File: config.mk
export PLATFORM = sky130hd
export DESIGN_NAME = md_issue_ctrl
export DESIGN_NICKNAME = d
export VERILOG_FILES = /design/src/rtl/md_issue_pkg.sv /design/src/rtl/md_perf_cnt.sv /design/src/rtl/md_issue_ctrl.sv
export SDC_FILE = /design/constraint.sdc
export NUM_CORES = 1
export LEC_CHECK = 0
export BUFFER_PORTS_ARGS = -buffer_cell sky130_fd_sc_hd__buf_2
export CORE_MARGIN = 1.5
export CORE_UTILIZATION = 49
export DETAILED_ROUTE_END_ITERATION = 8
export GPL_TIMING_DRIVEN = 0
export PLACE_DENSITY = 0.85
export SYNTH_ARGS = -nofsm -noshare
export SYNTH_HDL_FRONTEND = slang
export SYNTH_SLANG_ARGS = --single-unit
File: constraint.sdc
create_clock -name clk -period 3.83 [get_ports clk]
set_input_delay 0.383 -clock clk [delete_from_list [all_inputs] [get_ports clk]]
set_output_delay 0.383 -clock clk [all_outputs]
set_load 0.01 [all_outputs]
File: src/rtl/md_issue_pkg.sv
// Shared encodings for the multiply/divide issue controller: op codes,
// idle codes and FSM state encodings.
package md_issue_pkg;

  typedef enum logic [1:0] {
    ST_IDLE  = 2'd0,
    ST_ISSUE = 2'd1,
    ST_WAIT  = 2'd2
  } md_state_e;

  localparam logic [3:0] OP_MULTU = 4'b0000;
  localparam logic [3:0] OP_MULT  = 4'b0001;
  localparam logic [3:0] OP_DIV   = 4'b0010;
  localparam logic [3:0] OP_DIVU  = 4'b0011;
  localparam logic [3:0] OP_MADD  = 4'b0100;
  localparam logic [3:0] OP_MADDU = 4'b0101;
  localparam logic [3:0] OP_MSUB  = 4'b0110;
  localparam logic [3:0] OP_MSUBU = 4'b0111;

  localparam logic [3:0] MULOP_IDLE  = 4'b1111;
  localparam logic [1:0] MTHILO_LO   = 2'b00;
  localparam logic [1:0] MTHILO_HI   = 2'b01;
  localparam logic [1:0] MTHILO_IDLE = 2'b11;

endpackage

File: src/rtl/md_perf_cnt.sv
// Saturating event counter: counts cycles with inc=1 and sticks at all ones.
module md_perf_cnt #(
  parameter int W = 16
) (
  input  logic         clk,
  input  logic         reset,
  input  logic         inc,
  output logic [W-1:0] count
);

  logic [W-1:0] r_count;

  function automatic logic [W-1:0] sat_inc(input logic [W-1:0] val);
    if (val == {W{1'b1}}) return val;
    return val + {{(W-1){1'b0}}, 1'b1};
  endfunction

  always_ff @(posedge clk) begin
    if (reset)    r_count <= '0;
    else if (inc) r_count <= sat_inc(r_count);
  end

  assign count = r_count;

endmodule

File: src/rtl/md_issue_ctrl.sv
// E-stage issue controller for the multiply/divide unit: presents each op for
// one cycle, stalls md-class D-stage instructions, and flags protocol errors.
module md_issue_ctrl
  import md_issue_pkg::*;
#(
  parameter int CNT_W = 16
) (
  input  logic             clk,
  input  logic             reset,
  input  logic             e_valid,
  input  logic             e_md_start,
  input  logic [3:0]       e_md_op,
  input  logic             e_mt_lo,
  input  logic             e_mt_hi,
  input  logic [31:0]      e_srca,
  input  logic [31:0]      e_srcb,
  input  logic             d_uses_md,
  input  logic             flush,
  input  logic             md_busy,
  output logic [3:0]       md_mulop,
  output logic [1:0]       md_mthilo,
  output logic [31:0]      md_srca,
  output logic [31:0]      md_srcb,
  output logic             stall_d,
  output logic [CNT_W-1:0] busy_cycles,
  output logic             proto_err
);

  md_state_e   r_state, w_state_nxt;
  logic        r_wait_first, w_wait_first_nxt;
  logic        r_is_start;
  logic [3:0]  r_mulop;
  logic [1:0]  r_mthilo;
  logic [31:0] r_srca, r_srcb;
  logic        r_proto_err;
  logic        w_md_req, w_accept;

  assign w_md_req = e_valid & ~flush & (e_md_start | e_mt_lo | e_mt_hi);
  assign w_accept = w_md_req & (r_state == ST_IDLE) & ~md_busy;

  always_ff @(posedge clk) begin
    if (reset) begin
      r_state      <= ST_IDLE;
      r_wait_first <= 1'b0;
    end else begin
      r_state      <= w_state_nxt;
      r_wait_first <= w_wait_first_nxt;
    end
  end

  // WAIT always spends its first cycle before looking at md_busy, covering
  // the gap before the unit raises busy.
  always_comb begin
    w_state_nxt      = r_state;
    w_wait_first_nxt = 1'b0;
    unique case (r_state)
      ST_IDLE:  if (w_accept) w_state_nxt = ST_ISSUE;
      ST_ISSUE: begin
        if (r_is_start) begin
          w_state_nxt      = ST_WAIT;
          w_wait_first_nxt = 1'b1;
        end else begin
          w_state_nxt = ST_IDLE;
        end
      end
      ST_WAIT:  if (!r_wait_first && !md_busy) w_state_nxt = ST_IDLE;
      default:  w_state_nxt = ST_IDLE;
    endcase
  end

  // Issue stage: op codes fall back to idle every cycle unless a new accept.
  always_ff @(posedge clk) begin
    if (reset) begin
      r_mulop     <= MULOP_IDLE;
      r_mthilo    <= MTHILO_IDLE;
      r_srca      <= '0;
      r_srcb      <= '0;
      r_is_start  <= 1'b0;
      r_proto_err <= 1'b0;
    end else begin
      r_mulop  <= MULOP_IDLE;
      r_mthilo <= MTHILO_IDLE;
      if (w_accept) begin
        r_is_start <= e_md_start;
        r_srca     <= e_srca;
        if (e_md_start) begin
          r_mulop <= e_md_op;
          r_srcb  <= e_srcb;
        end else begin
          r_mthilo <= e_mt_lo ? MTHILO_LO : MTHILO_HI;
        end
      end
      if (w_md_req && (r_state != ST_IDLE || md_busy)) r_proto_err <= 1'b1;
    end
  end

  md_perf_cnt #(.W(CNT_W)) u_perf_cnt (
    .clk   (clk),
    .reset (reset),
    .inc   (md_busy),
    .count (busy_cycles)
  );

  assign stall_d   = d_uses_md & (w_accept | (r_state != ST_IDLE) | md_busy);
  assign md_mulop  = r_mulop;
  assign md_mthilo = r_mthilo;
  assign md_srca   = r_srca;
  assign md_srcb   = r_srcb;
  assign proto_err = r_proto_err;

endmodule

Yosys cells after proc, flatten, opt, wreduce, memory -nomap -nowiden. Cells that the tools add are included.

Register bits after elaboration: 91. Bits in latches: 0. RAM bits: 0. Bits in read-only memories: 0. Bits of input ports: 77. Output and inout bits: 88. Word-level logic and storage cells: 53. Memories: 0.

Add/subtract/negate cells: 1. Multiply operators: 0. Divide/modulo/power cells: 0. Order comparisons: 0. Eq/ne operators: 6. Shift-type cells: 0. Multiplexer cells: 10. Bitwise logic cells: 14. Reductions and logical operators: 13.

Operators with widths (number): adder 16 x 1 -> 16 bit (second input constant) (1); equality test 16 bit (second input constant) (1); 2-to-1 mux 16 bit (1); 2-to-1 mux 2 bit (3); inequality test 2 bit (second input constant) (3); case mux 2 bit (3 select lines) (1); AND reduction 2 bit (3); OR reduction 3 bit (2); bitwise AND 1 bit (5); 2-to-1 mux 1 bit (5); NOT 1 bit (5); OR 1 bit (4); equality test 2 x 1 -> 1 bit (second input constant) (1); equality test 2 bit (second input constant) (1); logical AND 1 bit (2); zero test 1 bit (2); zero test 2 bit (1); nonzero test 2 bit (1); OR reduction 2 bit (1); logical OR 1 bit (1).

Logic depth before layout (Yosys ltp).
Depth in word-level cells: 8. Mapped depth: 7. Depth with buffers taken out: 5.

By module. Synthesis repeated with hierarchy kept, for this count alone.

Cell total of the unflattened synthesis: 434. Area total of the unflattened synthesis: 3992.6 µm².

By module, submodules not included: md_issue_ctrl (instances 1, cells an instance 338, area an instance 3159.3 µm², seq. area each 1501.4 µm²); md_perf_cnt (instances 1, cells an instance 96, area an instance 833.3 µm², seq. area each 320.3 µm²).

Worst setup path after synthesis. Ideal clock, no wire load.

Path kind: reg2reg. From: register u_perf_cnt.r_count[0], in the netlist u_perf_cnt.count[0]. To: register u_perf_cnt.r_count[1], in the netlist u_perf_cnt.count[1]. Library setup time: 128 ps. Arrival: 1808 ps. Required time: 3702 ps. Setup slack: 1895 ps. Stages on the path, launching flop included: 6. Path buffers: 0. Clock period less this slack: 1935 ps. Path through: dfxtp_1 ha_1 nand4_1 o41ai_2 mux2i_1 nor2_1.

Cells in the longest elaborated chain, start to end: 6. Elaborated cells between the ends (all ways): 8. Classes of those cells: add/sub: 1; eq/ne: 2; mux: 4; reduce/logical: 1.

RTL lines: start: declaration (line md_perf_cnt.sv:11) `logic [W-1:0] r_count;`; start signal: assignment (line md_perf_cnt.sv:20) `else if (inc) r_count <= sat_inc(r_count);`; equality test 16 bit (line md_perf_cnt.sv:14) `if (val == {W{1'b1}}) return val;`; 2-to-1 mux 1 bit (line md_perf_cnt.sv:14); 2-to-1 mux 1 bit (line md_perf_cnt.sv:20); 2-to-1 mux 1 bit (line md_perf_cnt.sv:19) `if (reset) r_count <= '0;`; inequality test 2 bit (no source line); AND reduction 2 bit (no source line).

Several ways; a longest one is shown, not always the timed one. The select of a mux whose other input is x is not followed. A chain may end at the register's enable or synchronous reset.

Worst setup path in the final report. Ends and elaborated chain as after synthesis.

==> flow_summary.ini <==
[run]
maxCapViolations = 0

[timing]
setup_viol_count_final = 0
fin_skew_ns = 0.00978
max_freq_ghz = 0.448
rsz0062_at_grt = false
slew_viol_final = 0
fin_crit_sh_pct = 58.3
worstMarginPinSlew_ns = 0.871
setup_tns_ns = 0
period_minus_slack_ns = 2.23
timing.hold.ws_ns = 0.208
hold_violations = 0
maxSlewHeadroom_pct = 41.3

[place]
gp_congestion = 0.823
postPlaceCellArea_um2 = 4250
hpwl_mm = 6.69
portBuffers = 162

[critical_path]
slowest_stage = o41ai_2
cp.depth = 5
cp_data_arrival_time_ns = 2.46
reg2reg_to = u_perf_cnt.count[1]
rr_worst_depth = 5
reg2reg_slack_ns = 1.60
path_class = register to register
cp_max_fo = 10
path_cells = ha_1 > nand4_1 > o41ai_2 > mux2i_1 > nor2_1
cp.buffers_inverters = 0
endpoint_kind = register
cpPeakStageDelay_ns = 0.89
start_kind = register
rr_startpoint = u_perf_cnt.count[0]
cp.required_ns = 4.06
cp_top_family = compound AO/OA/AOI/OAI gates

[hold_path]
hold_end = md_mulop[2]
min_from = e_md_op[2]
holdPathStages = 2
hold_path_class = primary input to register

[finish]
finish.instance_area_um2 = 4470
antenna_cells = 0
drive_above_1_share_pct = 32.1
fill_cells = 539
multiInputGateArea_um2 = 1380
regArea_um2 = 1820
syn2layout_area_growth_pct = 33.9
nets = 659

[detailed_routing]
routed_via_density = 5.13
drt_iter0_markers = 130
drc = 12
first_pass_iters = 7
ant_nets = 0
drt-total-wl_mm = 8.83
vias = 3398
wl_per_cell_um = 13.3

[synth]
ys_ff_latch = 91
synth_nets = 486
yosysUniqueCellTypes = 33
syn-cell-area_um2 = 3340
yosysSeqAreaShare_pct = 54.6
synth_edf_count = 0
synth_area_per_cell_um2 = 8.18
yosys_warnings = 0
synthFlopType = dfxtp_1
netlist_instances = 408
async_flop_share_pct = 0

[clock_network]
post_cts_buffers = 0
cts_resized = 0
insertion_delay_ns = 0.35
clockBufferDepth = 2
cts_buffers = 9
root_buffer = clkbuf_8
ctsHoldBuffers = 0
cts.clk_slew.worst_paths_ns = 0.10
cts_tree = done
clock-sinks = 91
cts_max_level = 3

[floorplanning]
die_y_um = 85.5
die_area_um2 = 7320
fp-row-count = 29
initial_utilization_pct = 51.7
core-area_um2 = 6460
io_pins = 165
die_width_um = 85.5

[grt]
grt_max_degree = 17
grt_pass1_vias = 3212
grt.overflow.total = 0
grt_pass1_wl_mm = 14.2
grt_antenna_before_repair = 0
grtUsageTotal_pct = 24.4

[status]
status = finished with violations
violations = DRC

[pwr]
ir_drop_mv = 0.283
leakage_nw = 1.92
power_density_nw_per_um2 = 412
total_power_mw = 1.84
[where the power goes]
| group | switching (mW) | total [mW] | internal (mW) |
|---|---|---|---|
| logic | 0.0819 | 0.147 | 0.0647 |
| clock network | 0.345 | 0.716 | 0.371 |
| registers | 0.0124 | 0.979 | 0.967 |
| total | 0.439 | 1.84 | 1.40 |
[worst max path at each step]
stage	startpoint	end	slack [ns]
2_1_floorplan	u_perf_cnt.count[0]	u_perf_cnt.count[1]	1.89
3_3_place_gp	md_busy	md_srcb[23]	1.67
3_5_place_dp	u_perf_cnt.count[0]	u_perf_cnt.count[1]	1.60
4_1_cts	u_perf_cnt.count[0]	u_perf_cnt.count[1]	1.57
5_1_grt	u_perf_cnt.count[0]	u_perf_cnt.count[6]	1.33
6_report	u_perf_cnt.count[0]	u_perf_cnt.count[1]	1.60
[final cells by class]
class,instances,area share (%)
Multi-Input combinational cell,287,30.8
Sequential cell,91,40.8
Clock buffer,9,2.77
Timing Repair Buffer,162,18.1
Clock inverter,7,2.24
Inverter,4,0.336
Buffer,26,2.77
Tap cell,77,2.16
[layer usage]
| layer | vias up | wire (µm) | track usage, % |
|---|---|---|---|
| met5 | - | 0 | 0 |
| met4 | 0 | 83 | 9.82 |
| met3 | 8 | 786 | 7.60 |
| met2 | 132 | 4250 | 41.2 |
| met1 | 1537 | 3710 | 29.0 |
| li1 | 1721 | - | - |
[state kept, by name, summed over array words and instances, names as in the netlist]
register,count
md_srca,32
md_srcb,32
u_perf_cnt.count,16
md_mulop,4
md_mthilo,2
r_state,2
proto_err,1
r_is_start,1
r_wait_first,1
[layout by cell type (no fill, tap or decap), types with 2 or more instances in the layout]
master      synthesis  layout
clkinvlp_4          0       3
nand4_1             4       4
nor2_1             12      12
o21ai_0             6       6
bufinv_16           0       2
a21oi_1            75      75
o211ai_1            2       2
nand2_1           134     134
o31ai_1             4       4
buf_2               0     162
buf_6               2       2
dfxtp_1            91      91
or4_1               5       5
or3_1              10      10
clkbuf_1           22      22
a41oi_1             2       2
clkbuf_8            1      10
inv_1               4       4
nor3_1             10      10
nand3_1             6       6
xor2_1              3       3
[Yosys cell counts (all sizes together), types with 2 or more instances]
master  count  area share [%]
clkbuf     24             3.0
or4         5             1.1
nor3       10             1.5
dfxtp      91              55
nand4       5             1.1
nand3       6            0.90
nor2       12             1.3
or3        11             2.1
a21oi      75              11
o211ai      2            0.45
and4        2            0.56
nand2     134              15
o21ai       6            0.90
a41oi       2            0.52
xor2        3            0.79
o31ai       4            0.90
buf         2            0.67
inv         4            0.45
[per-stage QoR]
stage,instances,utilization [%],setup WS (ns)
floorplan,408,-,1.89
global placement,647,65.7,1.67
detailed placement,647,65.7,1.60
CTS,663,69.2,1.57
global route,663,69.2,1.33
finish,663,69.2,1.60
[cells by family after synthesis]
kind of cell | after synthesis | share of synthesized area [%]
AO/OA/AOI/OAI | 91 | 14.7
buffers and inverters | 30 | 4.16
flip-flops | 91 | 54.6
multiplexers | 1 | 0.300
AND/OR/NAND/NOR | 191 | 25.1
adder cells (fa/ha/maj) | 1 | 0.375
XOR/XNOR | 3 | 0.787
(Power assumes the default switching activity.)
